File: config.mk
export PLATFORM = sky130hd
export DESIGN_NAME = pc_fetch
export DESIGN_NICKNAME = d
export VERILOG_FILES = /design/src/rtl/pc_fetch_pkg.sv /design/src/rtl/pc_fetch.sv
export SDC_FILE = /design/constraint.sdc
export NUM_CORES = 1
export LEC_CHECK = 0
export BUFFER_PORTS_ARGS = -buffer_cell sky130_fd_sc_hd__buf_4
export CAP_MARGIN = 20
export CORE_MARGIN = 3
export CORE_UTILIZATION = 40
export CTS_CLUSTER_SIZE = 30
export DETAILED_ROUTE_END_ITERATION = 12
export MAX_ROUTING_LAYER = met4
export PLACE_DENSITY = 0.6
export SLEW_MARGIN = 5
export SYNTH_ARGS = -nofsm -noshare
export SYNTH_HDL_FRONTEND = slang
export SYNTH_SLANG_ARGS = --single-unit
File: constraint.sdc
create_clock -name clk -period 3.2 [get_ports clk]
set_input_delay 0.64 -clock clk [delete_from_list [all_inputs] [get_ports clk]]
set_output_delay 0.64 -clock clk [all_outputs]
set_load 0.01 [all_outputs]
File: src/rtl/pc_fetch_pkg.sv
// Shared fetch-stage definitions: FSM encoding, NOP word and default PC vectors.
package pc_fetch_pkg;

  typedef enum logic [1:0] {
    ST_IDLE = 2'd0,
    ST_REQ  = 2'd1,
    ST_HOLD = 2'd2,
    ST_KILL = 2'd3
  } fetch_state_t;

  localparam logic [31:0] NOP                = 32'h0000_0000;
  localparam logic [31:0] RESET_PC_DEFAULT   = 32'h0000_0000;
  localparam logic [31:0] EXC_VECTOR_DEFAULT = 32'h8000_0180;

  function automatic logic [31:0] word_align(input logic [31:0] addr);
    return addr & 32'hFFFF_FFFC;
  endfunction

endpackage

File: src/rtl/pc_fetch.sv
// PC register + one-word-at-a-time fetch sequencer feeding IF/ID; redirect -> req at T next cycle.
// Backpressure: stall_i on the ack cycle freezes the presented instr and stops requesting until released.
module pc_fetch
  import pc_fetch_pkg::*;
#(
  parameter logic [31:0] RESET_PC   = RESET_PC_DEFAULT,
  parameter logic [31:0] EXC_VECTOR = EXC_VECTOR_DEFAULT
) (
  input  logic        clk,
  input  logic        rst_n,
  input  logic [31:0] next_pc_i,
  input  logic        redirect_i,
  input  logic        exc_i,
  input  logic        stall_i,
  output logic        imem_req_o,
  output logic [31:0] imem_addr_o,
  input  logic        imem_ack_i,
  input  logic [31:0] imem_rdata_i,
  input  logic        imem_err_i,
  output logic [31:0] pc_o,
  output logic [31:0] pc_plus4_o,
  output logic [31:0] instr_o,
  output logic        instr_valid_o,
  output logic        fetch_err_o
);

  fetch_state_t state_q, state_d;
  logic [31:0]  pc_q, pc_d;
  logic [31:0]  pend_pc_q, pend_pc_d;
  logic         gap_q, gap_d;
  logic [31:0]  instr_q, instr_d;
  logic [31:0]  pco_q, pco_d;
  logic         vld_q, vld_d;
  logic         err_q, err_d;

  logic         redir;
  logic [31:0]  tgt;
  logic         ack;

  // gap_q drops the request for one cycle after each accepted fetch
  assign imem_req_o    = ((state_q == ST_REQ) && !gap_q) || (state_q == ST_KILL);
  assign imem_addr_o   = pc_q;
  assign pc_plus4_o    = pc_q + 32'd4;
  assign pc_o          = pco_q;
  assign instr_o       = instr_q;
  assign instr_valid_o = vld_q;
  assign fetch_err_o   = err_q;

  assign ack   = imem_req_o & imem_ack_i;
  assign redir = exc_i | redirect_i;
  assign tgt   = exc_i ? EXC_VECTOR : word_align(next_pc_i);

  always_comb begin
    state_d   = state_q;
    pc_d      = pc_q;
    pend_pc_d = pend_pc_q;
    gap_d     = 1'b0;
    instr_d   = instr_q;
    pco_d     = pco_q;
    vld_d     = vld_q;
    err_d     = err_q;

    case (state_q)
      ST_IDLE: begin
        state_d = ST_REQ;
        if (redir) begin
          pc_d  = tgt;
          vld_d = 1'b0;
        end
      end

      ST_REQ: begin
        if (ack) begin
          if (redir) begin
            pc_d  = tgt;
            vld_d = 1'b0;
          end else begin
            instr_d = imem_err_i ? NOP : imem_rdata_i;
            err_d   = imem_err_i;
            pco_d   = pc_q;
            vld_d   = 1'b1;
            pc_d    = pc_plus4_o;
            if (stall_i) state_d = ST_HOLD;
            else         gap_d   = 1'b1;
          end
        end else begin
          vld_d = 1'b0;
          if (redir) begin
            // Nothing is outstanding during the post-ack gap, so retarget directly
            if (gap_q) begin
              pc_d = tgt;
            end else begin
              pend_pc_d = tgt;
              state_d   = ST_KILL;
            end
          end
        end
      end

      ST_HOLD: begin
        if (redir) begin
          pc_d    = tgt;
          vld_d   = 1'b0;
          state_d = ST_REQ;
        end else if (!stall_i) begin
          vld_d   = 1'b0;
          state_d = ST_REQ;
        end
      end

      ST_KILL: begin
        vld_d = 1'b0;
        if (redir) pend_pc_d = tgt;
        if (ack) begin
          pc_d    = redir ? tgt : pend_pc_q;
          state_d = ST_REQ;
        end
      end

      default: state_d = ST_IDLE;
    endcase
  end

  always_ff @(posedge clk or negedge rst_n) begin
    if (!rst_n) begin
      state_q   <= ST_IDLE;
      pc_q      <= RESET_PC;
      pend_pc_q <= RESET_PC;
      gap_q     <= 1'b0;
      instr_q   <= NOP;
      pco_q     <= 32'h0;
      vld_q     <= 1'b0;
      err_q     <= 1'b0;
    end else begin
      state_q   <= state_d;
      pc_q      <= pc_d;
      pend_pc_q <= pend_pc_d;
      gap_q     <= gap_d;
      instr_q   <= instr_d;
      pco_q     <= pco_d;
      vld_q     <= vld_d;
      err_q     <= err_d;
    end
  end

endmodule
Word level (Yosys, flattened, before mapping)
Cells that the tools add are included.

cells by class
  $add $sub $neg = 1
  multiplexer cells = 33
  bitwise logic cells = 3
  eq/ne operators = 15
  reduce and logical (&&, ||, !) cells = 11

operator list
  operator                                                number
  two-way mux 32 bit                                      12
  one-hot mux 32 bit (3 select lines)                     1
  one-hot mux 32 bit (2 select lines)                     1
  adder 32 x 3 -> 32 bit (second input constant)          1
  inequality test 3 bit (second input constant)           6
  two-way mux 2 bit                                       8
  inequality test 2 bit (second input constant)           5
  two-way mux 1 bit                                       9
  one-hot mux 2 bit (4 select lines)                      1
  AND reduction 4 bit                                     2
  AND reduction 6 bit                                     1
  equality test 2 bit (second input constant)             2
  one-hot mux 1 bit (4 select lines)                      1
  AND reduction 3 bit                                     1
  equality test 2 x 1 -> 1 bit (second input constant)    1
  logical NOT 2 bit                                       1
  inequality test 2 x 1 -> 1 bit (second input constant)  1
  AND reduction 2 bit                                     1
  nonzero test 2 bit                                      1
  OR reduction 2 bit                                      1
  AND 1 bit                                               1
  logical AND 1 bit                                       1
  logical NOT 1 bit                                       1
  logical OR 1 bit                                        1
  other kinds (2)                                         2

word-level totals
  output and inout bits = 131
  word-level logic and storage cells = 71
  input bits = 71
  flip-flop bits (word level) = 133

Depth between registers and ports, before layout
Gate-level depths: netlist of the first run.

  depth in word-level cells = 6
  mapped depth = 8
  depth with buffers taken out = 7

Worst setup path after synthesis of the first run
OpenSTA, ideal clock, no wires.

  kind = register -> output
  from = register pc_q[4], in the netlist imem_addr_o[4]
  to = output pc_plus4_o[31]
  slack = 0.414 ns
  arrival time = 2.146 ns
  stages on the path, launching flop included = 7
  path buffers = 1
  required time = 2.560 ns
  cells stage by stage = dfrtp_1 > buf_6 > nand4_2 > or4_4 > or4b_4 > nor2_4 > xor2_1

on the way
  cells in the longest elaborated chain, start to end = 1

RTL lines
  element                   line             text
  start: declaration        pc_fetch.sv:28   logic [31:0] pc_q, pc_d;
  start signal: assignment  pc_fetch.sv:136  pc_q <= pc_d;
  adder 32 x 3 -> 32 bit    pc_fetch.sv:43   assign pc_plus4_o = pc_q + 32'd4;
  end: declaration          pc_fetch.sv:21   output logic [31:0] pc_plus4_o,

No other way between the ends.

Worst setup path after layout of the first run
  from = register pc_q[5], in the netlist imem_addr_o[5]
  to = output pc_plus4_o[31]

Same word-level chain as after synthesis.

==> reports/results.tsv, run 1 <==
stage	metric	value	unit
hold_path	Hold/Removal Path Class	input port to asynchronous set/reset pin	
die	IO Pins	202	
cells_and_area	Final #Nets	1035	
synthesis	number of instances in the synthesized netlist	772	
worst_setup_path	crit-path max FO	5	
synthesis	number of flops mapped to enable cells by yosys	0	
clock_network	worst skew pair latency	0.42	ns
clock_network	post-cts hold buffer count	0	
sta	Max-slew headroom	48.1	%
worst_setup_path	data arrival at the endpoint of the critical path	2.52	ns
sta	max frequency	316	MHz
cells_and_area	area of combinational cells with multiple inputs	3340	sq um
sta	Worst Max-Slew Pin Slew	0.778	ns
grt	via count of the first global-routing pass	6398	
cells_and_area	# fillers	1562	
detailed_routing	count of TritonRoute iterations in the first routing pass	5	
detailed_routing	total via count in the routed design	6678	
worst_setup_path	Data required, critical path	2.56	ns
worst_setup_path	Slowest cell on crit path	or4b_4	
clock_network	root buffer cell	clkbuf_16	
sta	number of hold violations in the final report	0	
detailed_routing	routed wire length	22900	microns
synthesis	Post-synth ARST share	100	%
cells_and_area	FF+latch area	3330	sq um
clock_network	# clock sinks	133	
outcome	status	completed	
pwr	Static Leak	4.62	nW
clock_network	CTS tree	yes	
synthesis	synthesized netlist net count	844	
run	max-cap violations	0	
detailed_routing	wire length per cell	19.2	microns
cells_and_area	count of antenna diodes in the layout	0	
pwr	power density normalized to cell area	606	nW/um^2
grt	total grt overflow	0	
die	number of placement rows	47	
die	initial core utilization	41.6	%
clock_network	number of H-tree branching levels	4	
detailed_routing	vias per cell	5.58	
pwr	maximum vdd ir drop	0.000389	V
worst_setup_path	worst reg2reg path depth	6	
synthesis	Seq/Total Area, Yosys	47.2	%
sta	final critical-path required period	3.16	ns
worst_setup_path	worst stage delay on the critical path	0.60	ns
grt	first-pass GRT wire length	36500	microns
synthesis	Seq cells post-synth	133	
clock_network	number of buffers created by CTS	17	
detailed_routing	number of nets still failing antenna checks after routing	0	
grt	maximum number of pins on one net before global-route repair	83	
synthesis	Post-Syn Area	7050	sq um
clock_network	Bufs on Longest Clock Path	2	
cells_and_area	number of standard cells in the final layout excluding fillers	1196	
die	core box area	16900	sq um
detailed_routing	DRC violation count after routing	0	
worst_setup_path	CP endpoint kind	output port	
die	Die ar.	19200	sq um
sta	aggregate negative setup slack	0	ns
synthesis	per-instance average area after synthesis	9.13	sq um
placed_design	count of buffers inserted at the top-level ports	199	
synthesis	Synth cell types	65	
synthesis	Yosys warning count	0	
grt	GRT Total Usage	24.0	%
sta	Max Slew Vio Count	0	
placed_design	placed instance count	1160	
cells_and_area	Area growth syn-to-layout	33.2	%
worst_setup_path	kind of launch point of the worst setup path	register	
sta	Setup-failing EPs final	0	
placed_design	estimated wirelength of the detail-placed design	16400	microns
synthesis	portion of synthesized cell area occupied by the leading cell type	47.2	%
sta	share of the clock period used by the worst path	98.9	%
sta	unrepaired setup endpoints after global routing	true	
worst_setup_path	Setup CP Type	register to output port	
synthesis	most common flop cell mapped by yosys	dfrtp_1	
synthesis	Synth area leaders	dfrtp_1 (47%), nand2_1 (11%), a22o_1 (5.6%)	
clock_network	clock transition time at the flip-flop clock pins of the worst setup and hold paths	0.06	ns
cells_and_area	fraction of final layout cells with drive strength greater than 1	30.2	%
detailed_routing	DRC violation total after the first TritonRoute iteration	608	
die	overall die height	139	microns
worst_setup_path	cell breakdown of the critical path	nand4_4 > or4_4 > or4b_4 > nor2_4 > xor2_1 > buf_4	
placed_design	RD Place Congestion	0.907	
synthesis	post-synthesis cell type with the largest combined area	dfrtp_1	
grt	number of antenna violations at the first check in global routing	0	
sta	Clock Skews	0.0104	ns
die	Die Width	139	microns
timing repair:
item | CTS | global route
gates cloned | 0 | 0
setup endpoints to repair | 2 | 7
pin swaps | 1 | 4
buffers inserted | 0 | 4
gates resized for setup | 1 | 11
cell families after synthesis:
kind of cell	after synthesis	synth area share, %
simple gates	356	23.9
compound gates	179	18.4
flops	133	47.2
buf+inv	72	6.29
xor+xnor	28	3.48
mux	3	0.497
fa+ha+maj	1	0.178
layout by cell type (no fill, tap or decap), types with 3 or more instances in the layout:
cell,netlist,final
a21oi_1,16,16
a221oi_1,6,6
a22o_1,45,45
a22oi_1,17,17
a31oi_1,8,8
a32oi_1,6,6
and2_1,5,6
and3_1,3,3
and4_1,4,4
buf_4,3,235
bufinv_16,0,3
clkbuf_16,0,17
clkbuf_8,8,3
clkinv_2,0,4
clkinv_4,0,4
dfrtp_1,133,130
dfrtp_2,0,3
inv_1,7,7
nand2_1,198,197
nand2b_1,4,4
nand3_1,12,12
nand3b_1,33,33
nand4_1,12,12
nor2_1,45,44
nor2b_1,6,5
nor3_1,12,11
nor4_1,5,5
o21a_1,3,3
o21ai_0,41,41
o21ai_1,3,3
o22a_1,4,4
o31ai_1,7,7
or2_2,3,3
xnor2_1,16,15
xor2_1,12,12
through the flow:
step / cell area [sq um] / hold WS [ns] / worst slack (ns) / total power [mW] / util (%)
final: 9380 / 0.255 / 0.0363 / 5.68 / 55.4
after detailed placement: 8680 / 0.457 / 0.407 / 3.66 / 51.3
after floorplan: 7050 / 0.344 / 0.414 / 2.86 / -
after CTS: 9310 / 0.305 / -0.0128 / 5.71 / 54.9
after global routing: 9380 / 0.316 / -0.0510 / 5.95 / 55.4
after global placement: 8680 / 0.452 / 0.397 / 3.62 / 51.3
layout make-up:
cell class,instances,area share (%)
timing repair buffer,237,19.1
tap,220,2.93
sequential,133,35.5
clock buffer,20,4.97
multi-input combinational,567,35.5
inverter,7,0.280
clock inverter,12,1.63
per-layer routing:
layer	wire length [microns]	track usage (%)	up-vias
li1	-	-	3100
met1	10300	33.6	3250
met5	0	-	-
met4	500	7.57	0
met3	1580	4.62	34
met2	10500	35.4	294
cells in the mapped netlist (all sizes together) (7+ instances only):
| master | count |
|---|---|
| buf | 9 |
| nand4 | 14 |
| nand2 | 198 |
| dfrtp | 133 |
| o21ai | 44 |
| xor2 | 12 |
| clkbuf | 54 |
| nand3b | 33 |
| o31ai | 7 |
| inv | 7 |
| a22oi | 17 |
| nor3 | 12 |
| a31oi | 8 |
| a22o | 45 |
| nor2 | 46 |
| nand3 | 12 |
| xnor2 | 16 |
| a21oi | 16 |
worst paths after layout:
check                                    start              end  slack [ns]
max in group asynchronous                rst_n    pend_pc_q[28]        2.12
worst min-delay path                     rst_n         pc_o[10]        0.25
worst max register to register      state_q[0]  imem_addr_o[17]        0.77
min in group clk                       stall_i            gap_q        0.39
worst max-delay path            imem_addr_o[5]   pc_plus4_o[31]        0.04
worst min register to register     instr_o[13]      instr_o[13]        0.46
registers in the layout (all words and copies together) (netlist names):
| signal | cells |
|---|---|
| pc_o | 32 |
| state_q | 2 |
| pend_pc_q | 32 |
| imem_addr_o | 32 |
| fetch_err_o | 1 |
| instr_o | 32 |
| gap_q | 1 |
| instr_valid_o | 1 |
power by group:
group | switching [mW] | internal, mW
registers | 0.231 | 1.95
logic | 0.773 | 0.696
clock network | 0.746 | 1.29
total | 1.75 | 3.93
critical path: cells and delay by family (launching register included):
| family | cells | cell delay, ns |
|---|---|---|
| buffers and inverters | 1 | 0.15 |
| AND/OR/NAND/NOR | 4 | 1.42 |
| flip-flops | 1 | 0.39 |
| XOR/XNOR | 1 | 0.15 |
Power figures use the tool's default switching activity.
==> inputs of run 2 (changes only) <==
--- a/config.mk
+++ b/config.mk
@@ -7,13 +7,15 @@
 export LEC_CHECK = 0
 export BUFFER_PORTS_ARGS = -buffer_cell sky130_fd_sc_hd__buf_4
 export CAP_MARGIN = 20
-export CORE_MARGIN = 3
-export CORE_UTILIZATION = 40
+export CELL_PAD_IN_SITES_DETAIL_PLACEMENT = 0
+export CELL_PAD_IN_SITES_GLOBAL_PLACEMENT = 1
+export CORE_UTILIZATION = 39
 export CTS_CLUSTER_SIZE = 30
 export DETAILED_ROUTE_END_ITERATION = 12
 export MAX_ROUTING_LAYER = met4
-export PLACE_DENSITY = 0.6
+export PLACE_DENSITY = 0.77
 export SLEW_MARGIN = 5
 export SYNTH_ARGS = -nofsm -noshare
 export SYNTH_HDL_FRONTEND = slang
 export SYNTH_SLANG_ARGS = --single-unit
+export TNS_END_PERCENT = 30
==> reports/results.tsv, run 2 (synthesized netlist as in run 1, its figures left out) <==
stage	metric	value	unit
clock_network	worst skew pair latency	0.43	ns
cells_and_area	leading cell types in the layout, fill and taps excluded	buf_4 (234), nand2_1 (197), dfrtp_1 (132)	
cells_and_area	count of antenna diodes in the layout	0	
hold_path	Hold/Removal Path Class	input port to asynchronous set/reset pin	
sta	Clock Skews	0.00950	ns
detailed_routing	routed wire length	22300	microns
sta	setup slack of the critical path after layout	0.0569	ns
detailed_routing	DRC violation count after routing	0	
grt	GRT Total Usage	25.3	%
worst_setup_path	reg-to-reg slack, setup	0.74	ns
cells_and_area	fraction of final layout cells with drive strength greater than 1	29.8	%
detailed_routing	number of nets still failing antenna checks after routing	0	
grt	total grt overflow	0	
cells_and_area	Final #Nets	1036	
outcome	status	completed	
die	number of placement rows	48	
clock_network	Bufs on Longest Clock Path	2	
worst_setup_path	worst reg2reg path depth	7	
sta	Worst Max-Slew Pin Slew	0.571	ns
sta	Max-slew headroom	61.5	%
detailed_routing	total via count in the routed design	6538	
run	max-cap violations	0	
grt	number of antenna violations at the first check in global routing	0	
clock_network	# clock sinks	133	
detailed_routing	vias per cell	5.44	
worst_setup_path	WP buf/inv	1	
grt	first-pass GRT wire length	34700	microns
worst_setup_path	Slowest cell on crit path	or4_4	
clock_network	root buffer cell	clkbuf_16	
worst_setup_path	Setup CP Type	register to output port	
worst_setup_path	cell breakdown of the critical path	nand4_4 > or4_4 > or4b_4 > nor2_4 > xor2_1 > buf_4	
worst_setup_path	worst stage delay on the critical path	0.58	ns
cells_and_area	most common cell after layout, fill and taps aside	buf_4	
sta	Max Slew Vio Count	0	
worst_setup_path	worst flop-to-flop path startpoint	state_q[1]	
clock_network	number of H-tree branching levels	4	
cells_and_area	# fillers	1660	
clock_network	CTS tree	yes	
sta	Setup-failing EPs final	0	
sta	hold_ws	0.159	ns
detailed_routing	DRC violation total after the first TritonRoute iteration	388	
worst_setup_path	kind of launch point of the worst setup path	register	
die	overall die height	136	microns
cells_and_area	Util after Layout	53.5	%
clock_network	number of buffers created by CTS	17	
grt	via count of the first global-routing pass	6014	
sta	unrepaired setup endpoints after global routing	true	
placed_design	estimated wirelength of the detail-placed design	15600	microns
sta	number of hold violations in the final report	0	
die	Die Width	136	microns
worst_setup_path	kind of cell adding the most delay to the critical path	simple AND/OR/NAND/NOR gates	
placed_design	count of buffers inserted at the top-level ports	199	
clock_network	post-cts hold buffer count	0	
die	core box area	17500	sq um
worst_setup_path	Crit Reg-Reg Endpoint	imem_addr_o[20]	
worst_setup_path	crit-path max FO	5	
pwr	power density normalized to cell area	594	nW/um^2
detailed_routing	count of TritonRoute iterations in the first routing pass	5	
pwr	maximum vdd ir drop	0.000402	V
placed_design	post-placement setup slack	0.223	ns
pwr	Static Leak	4.62	nW
sta	share of the clock period used by the worst path	98.2	%
worst_setup_path	Data required, critical path	2.56	ns
worst_setup_path	CP startpoint	imem_addr_o[5]	
detailed_routing	wire length per cell	18.6	microns
grt	maximum number of pins on one net before global-route repair	77	
clock_network	clock transition time at the flip-flop clock pins of the worst setup and hold paths	0.06	ns
die	Die ar.	18600	sq um
placed_design	RD Place Congestion	0.814	
cells_and_area	Area growth syn-to-layout	32.8	%
die	initial core utilization	40.3	%
sta	final critical-path required period	3.14	ns
pwr	Pwr Total	5.56	mW
worst_setup_path	data arrival at the endpoint of the critical path	2.50	ns
sta	max frequency	318	MHz
die	IO Pins	202	
worst_setup_path	CP endpoint kind	output port	
## run 2: changes by cell type in the layout (fill, tap and decap cells not counted), sizes merged
cell,before,now
inv,7,11
clkbuf,20,17
clkinv,8,5
clkinvlp,1,3
buf,237,238
bufinv,3,2
## run 2: layer usage
metal  up-vias  wire (microns)  GRT usage, %
li1       3104               -             -
met1      3201           10600          35.9
met2       212           10300          36.8
met3        21            1150          4.51
met4         0             315          7.16
met5         -               0             -
## run 2: stage by stage
step           instance area, sq um  setup TNS, ns  std cells
3_3_place_gp                   8750              0       1169
4_1_cts                        9340              0       1200
5_1_grt                        9360        -0.0268       1201
6_report                       9360              0       1201
2_1_floorplan                  7050              0        772
3_5_place_dp                   8750              0       1169
## run 2: worst max-delay path by stage
stage                           endpoint  slack (ns)  cells after the start
after floorplan           pc_plus4_o[31]        0.41                      6
after global placement    pc_plus4_o[19]        0.27                      6
after detailed placement  pc_plus4_o[19]        0.22                      6
after CTS                 pc_plus4_o[31]       0.003                      6
after global routing      pc_plus4_o[31]       -0.03                      6
final                     pc_plus4_o[31]        0.06                      6
## run 2: timing repair
item	CTS	global route
gates cloned	0	0
gates resized for setup	4	2
buffers inserted	0	1
pin swaps	3	0
endpoints found under the setup margin	5	4
## run 2: area by class of cell
type	count	area, sq um	area share [%]
clock buffer	17	425	4.55
clock inverter	14	154	1.64
inverter	7	26.3	0.281
multi-input combinational	567	3310	35.4
sequential	133	3330	35.6
tap	225	282	3.01
timing repair buffer	238	1830	19.5
## run 2: power by group
part / internal [mW] / leakage (nW) / total [mW] / switching [mW]
Combinational: 0.696 / 2.62 / 1.45 / 0.755
Clock: 1.15 / 0.276 / 1.94 / 0.787
Sequential: 1.95 / 1.72 / 2.17 / 0.216
Total: 3.80 / 4.62 / 5.56 / 1.76
==> inputs of run 3 (changes only) <==
--- a/config.mk
+++ b/config.mk
@@ -5,15 +5,16 @@
 export SDC_FILE = /design/constraint.sdc
 export NUM_CORES = 1
 export LEC_CHECK = 0
+export ABC_AREA = 1
 export BUFFER_PORTS_ARGS = -buffer_cell sky130_fd_sc_hd__buf_4
 export CAP_MARGIN = 20
-export CELL_PAD_IN_SITES_DETAIL_PLACEMENT = 0
+export CELL_PAD_IN_SITES_DETAIL_PLACEMENT = 1
 export CELL_PAD_IN_SITES_GLOBAL_PLACEMENT = 1
-export CORE_UTILIZATION = 39
+export CORE_UTILIZATION = 37
 export CTS_CLUSTER_SIZE = 30
 export DETAILED_ROUTE_END_ITERATION = 12
 export MAX_ROUTING_LAYER = met4
-export PLACE_DENSITY = 0.77
+export PLACE_DENSITY = 0.76
 export SLEW_MARGIN = 5
 export SYNTH_ARGS = -nofsm -noshare
 export SYNTH_HDL_FRONTEND = slang
==> reports/results.tsv, run 3 <==
stage	metric	value	unit
synthesis	Yosys warning count	0	
sta	final critical-path required period	2.94	ns
grt	total grt overflow	0	
synthesis	number of flops mapped to enable cells by yosys	0	
worst_setup_path	crit-path max FO	6	
synthesis	post-synthesis cell type with the largest combined area	dfrtp_1	
placed_design	estimated wirelength of the detail-placed design	18800	microns
synthesis	per-instance average area after synthesis	7.55	sq um
synthesis	number of instances in the synthesized netlist	943	
synthesis	Seq/Total Area, Yosys	46.7	%
worst_setup_path	capture point of the worst path	pc_plus4_o[18]	
worst_setup_path	Setup CP Type	register to output port	
grt	GRT Total Usage	27.0	%
die	number of placement rows	50	
grt	first-pass GRT wire length	40300	microns
pwr	Flop pwr share	31.3	%
cells_and_area	count of antenna diodes in the layout	0	
grt	number of antenna violations at the first check in global routing	0	
sta	Clock Skews	0.00829	ns
sta	Max Slew Vio Count	0	
outcome	status	completed	
worst_setup_path	data arrival at the endpoint of the critical path	2.30	ns
detailed_routing	count of TritonRoute iterations in the first routing pass	5	
worst_setup_path	worst flop-to-flop path startpoint	state_q[0]	
placed_design	count of buffers inserted at the top-level ports	199	
sta	Setup-failing EPs final	0	
synthesis	leading cell types by count after synthesis	nand2_1 (245), dfrtp_1 (133), nor2_1 (131), o21ai_0 (72), nand3_1 (63)	
clock_network	number of H-tree branching levels	4	
synthesis	most common flop cell mapped by yosys	dfrtp_1	
pwr	maximum vdd ir drop	0.000411	V
clock_network	clock transition time at the flip-flop clock pins of the worst setup and hold paths	0.06	ns
synthesis	Post-synth ARST share	100	%
detailed_routing	total via count in the routed design	7273	
synthesis	Seq cells post-synth	133	
grt	via count of the first global-routing pass	7128	
sta	unrepaired setup endpoints after global routing	false	
grt	maximum number of pins on one net before global-route repair	72	
worst_setup_path	CP endpoint kind	output port	
cells_and_area	Area growth syn-to-layout	31.7	%
synthesis	synthesized netlist net count	1015	
synthesis	most instantiated library cell after synthesis	nand2_1	
pwr	cell internal pwr	5.61	mW
clock_network	Bufs on Longest Clock Path	2	
clock_network	CTS tree	yes	
cells_and_area	post-layout instance area	9380	sq um
cells_and_area	leading cell types in the layout, fill and taps excluded	nand2_1 (245), buf_4 (211), dfrtp_1 (133)	
clock_network	# clock sinks	133	
worst_setup_path	Data required, critical path	2.56	ns
cells_and_area	number of standard cells in the final layout excluding fillers	1367	
clock_network	root buffer cell	clkbuf_16	
sta	Max-slew headroom	43.3	%
die	overall die height	141	microns
placed_design	placed standard-cell area	8810	sq um
sta	max frequency	341	MHz
die	initial core utilization	37.9	%
pwr	switching power of the nets	4.42	mW
cells_and_area	fraction of final layout cells with drive strength greater than 1	23.0	%
detailed_routing	number of nets still failing antenna checks after routing	0	
die	Die ar.	19800	sq um
synthesis	portion of synthesized cell area occupied by the leading cell type	46.7	%
pwr	Clk network pwr share	18.9	%
cells_and_area	Final #Nets	1192	
clock_network	post-cts hold buffer count	0	
sta	Worst Max-Slew Pin Slew	0.849	ns
sta	hold_ws	0.202	ns
clock_network	worst skew pair latency	0.43	ns
worst_setup_path	kind of launch point of the worst setup path	register	
clock_network	number of buffers created by CTS	17	
worst_setup_path	CP startpoint	imem_addr_o[3]	
pwr	Static Leak	4.61	nW
detailed_routing	DRC violation count after routing	0	
detailed_routing	vias per cell	5.32	
synthesis	Synth cell types	30	
sta	aggregate negative setup slack	0	ns
worst_setup_path	Crit Reg-Reg Endpoint	imem_addr_o[1]	
detailed_routing	DRC violation total after the first TritonRoute iteration	437	
placed_design	placed instance count	1335	
die	core box area	18800	sq um
worst_setup_path	worst reg2reg path depth	9	
synthesis	Synth area leaders	dfrtp_1 (47%), nand2_1 (13%), nor2_1 (6.9%)	
sta	number of hold violations in the final report	0	
placed_design	RD Place Congestion	0.859	
die	Die Width	141	microns
synthesis	Post-Syn Area	7120	sq um
pwr	Comb pwr share	49.8	%
run	max-cap violations	0	
detailed_routing	wire length per cell	18.5	microns
pwr	switching power as a share of total power	44.1	%
pwr	power density normalized to cell area	1070	nW/um^2
sta	share of the clock period used by the worst path	91.7	%
cells_and_area	most common cell after layout, fill and taps aside	nand2_1	
worst_setup_path	reg-to-reg slack, setup	0.96	ns
hold_path	Hold/Removal Path Class	input port to asynchronous set/reset pin	
detailed_routing	routed wire length	25300	microns
die	IO Pins	202	
## run 3: changes by cell type after synthesis, sizes merged, moves of 33 or more
cell | previous run | this run
a21oi | 16 | 53
inv | 7 | 60
nand2 | 198 | 246
nand3 | 12 | 64
nand3b | 33 | 0
nor2 | 46 | 133
o21ai | 44 | 84
## run 3: worst max-delay path, stage by stage (launching register included)
cell and delay [ns]:
dfrtp_1 0.44, ha_1 0.26, nand2_1 0.11, nor2_2 0.24
nand2_1 0.19, nor2_1 0.26, nand2_1 0.12, nand2_1 0.11
buf_4 0.13
## run 3: worst min-delay path by stage
stage | startpoint | end | slack [ns] | cells past startpoint
after floorplan | rst_n | fetch_err_o | 0.34 | 0
after global placement | pend_pc_q[1] | pend_pc_q[1] | 0.46 | 2
after detailed placement | pend_pc_q[0] | pend_pc_q[0] | 0.46 | 2
after CTS | rst_n | pc_o[29] | 0.22 | 1
after global routing | rst_n | pc_o[29] | 0.25 | 1
final | rst_n | pc_o[29] | 0.20 | 1
## run 3: final cells by class
| class | instances | area [sq um] |
|---|---|---|
| fillers | 2383 | 9390 |
| well taps | 234 | 293 |
| clock inverters | 14 | 128 |
| flip-flops and latches | 133 | 3330 |
| inverters | 60 | 228 |
| repair buffers | 215 | 1660 |
| multi-input cells | 693 | 3310 |
| clock buffers | 18 | 439 |
## run 3: logic make-up after synthesis
logic type	Yosys count	synth area share, %
AOI/OAI and AO/OA	237	20.3
and+or+nand+nor	448	25.1
xor gates and xnor gates	7	0.861
DFF	133	46.7
adders and majority gates	1	0.176
buffers and inverters	117	6.82
## run 3: power by group through the flow
stage	Sequential, mW	Clock [mW]	Combinational (mW)
2_1_floorplan	3.24	0	2.53
3_3_place_gp	3.12	0	4.86
3_5_place_dp	3.16	0	4.97
4_1_cts	3.14	1.93	5.02
5_1_grt	3.24	1.98	5.53
6_report	3.14	1.90	5.00
## run 3: metrics by stage
| stage | total power [mW] | setup WS, ns | utilization, % |
|---|---|---|---|
| 4_1_cts | 10.1 | 0.0900 | 50.0 |
| 3_5_place_dp | 8.13 | 0.567 | 47.0 |
| 6_report | 10.0 | 0.264 | 50.0 |
| 3_3_place_gp | 7.98 | 0.636 | 47.0 |
| 2_1_floorplan | 5.77 | 1.09 | - |
| 5_1_grt | 10.8 | 0.0899 | 50.0 |
## run 3: repair_timing
item                                    4_1_cts  5_1_grt
endpoints found under the setup margin        0        2
resized for setup                             0        1
setup buffers                                 0        0
## run 3: metal layers
| metal | GRT usage [%] | share of wire [%] |
|---|---|---|
| met5 | - | 0 |
| met4 | 6.52 | 1.1 |
| met3 | 4.42 | 4.8 |
| met2 | 39.5 | 45 |
| met1 | 38.8 | 50 |
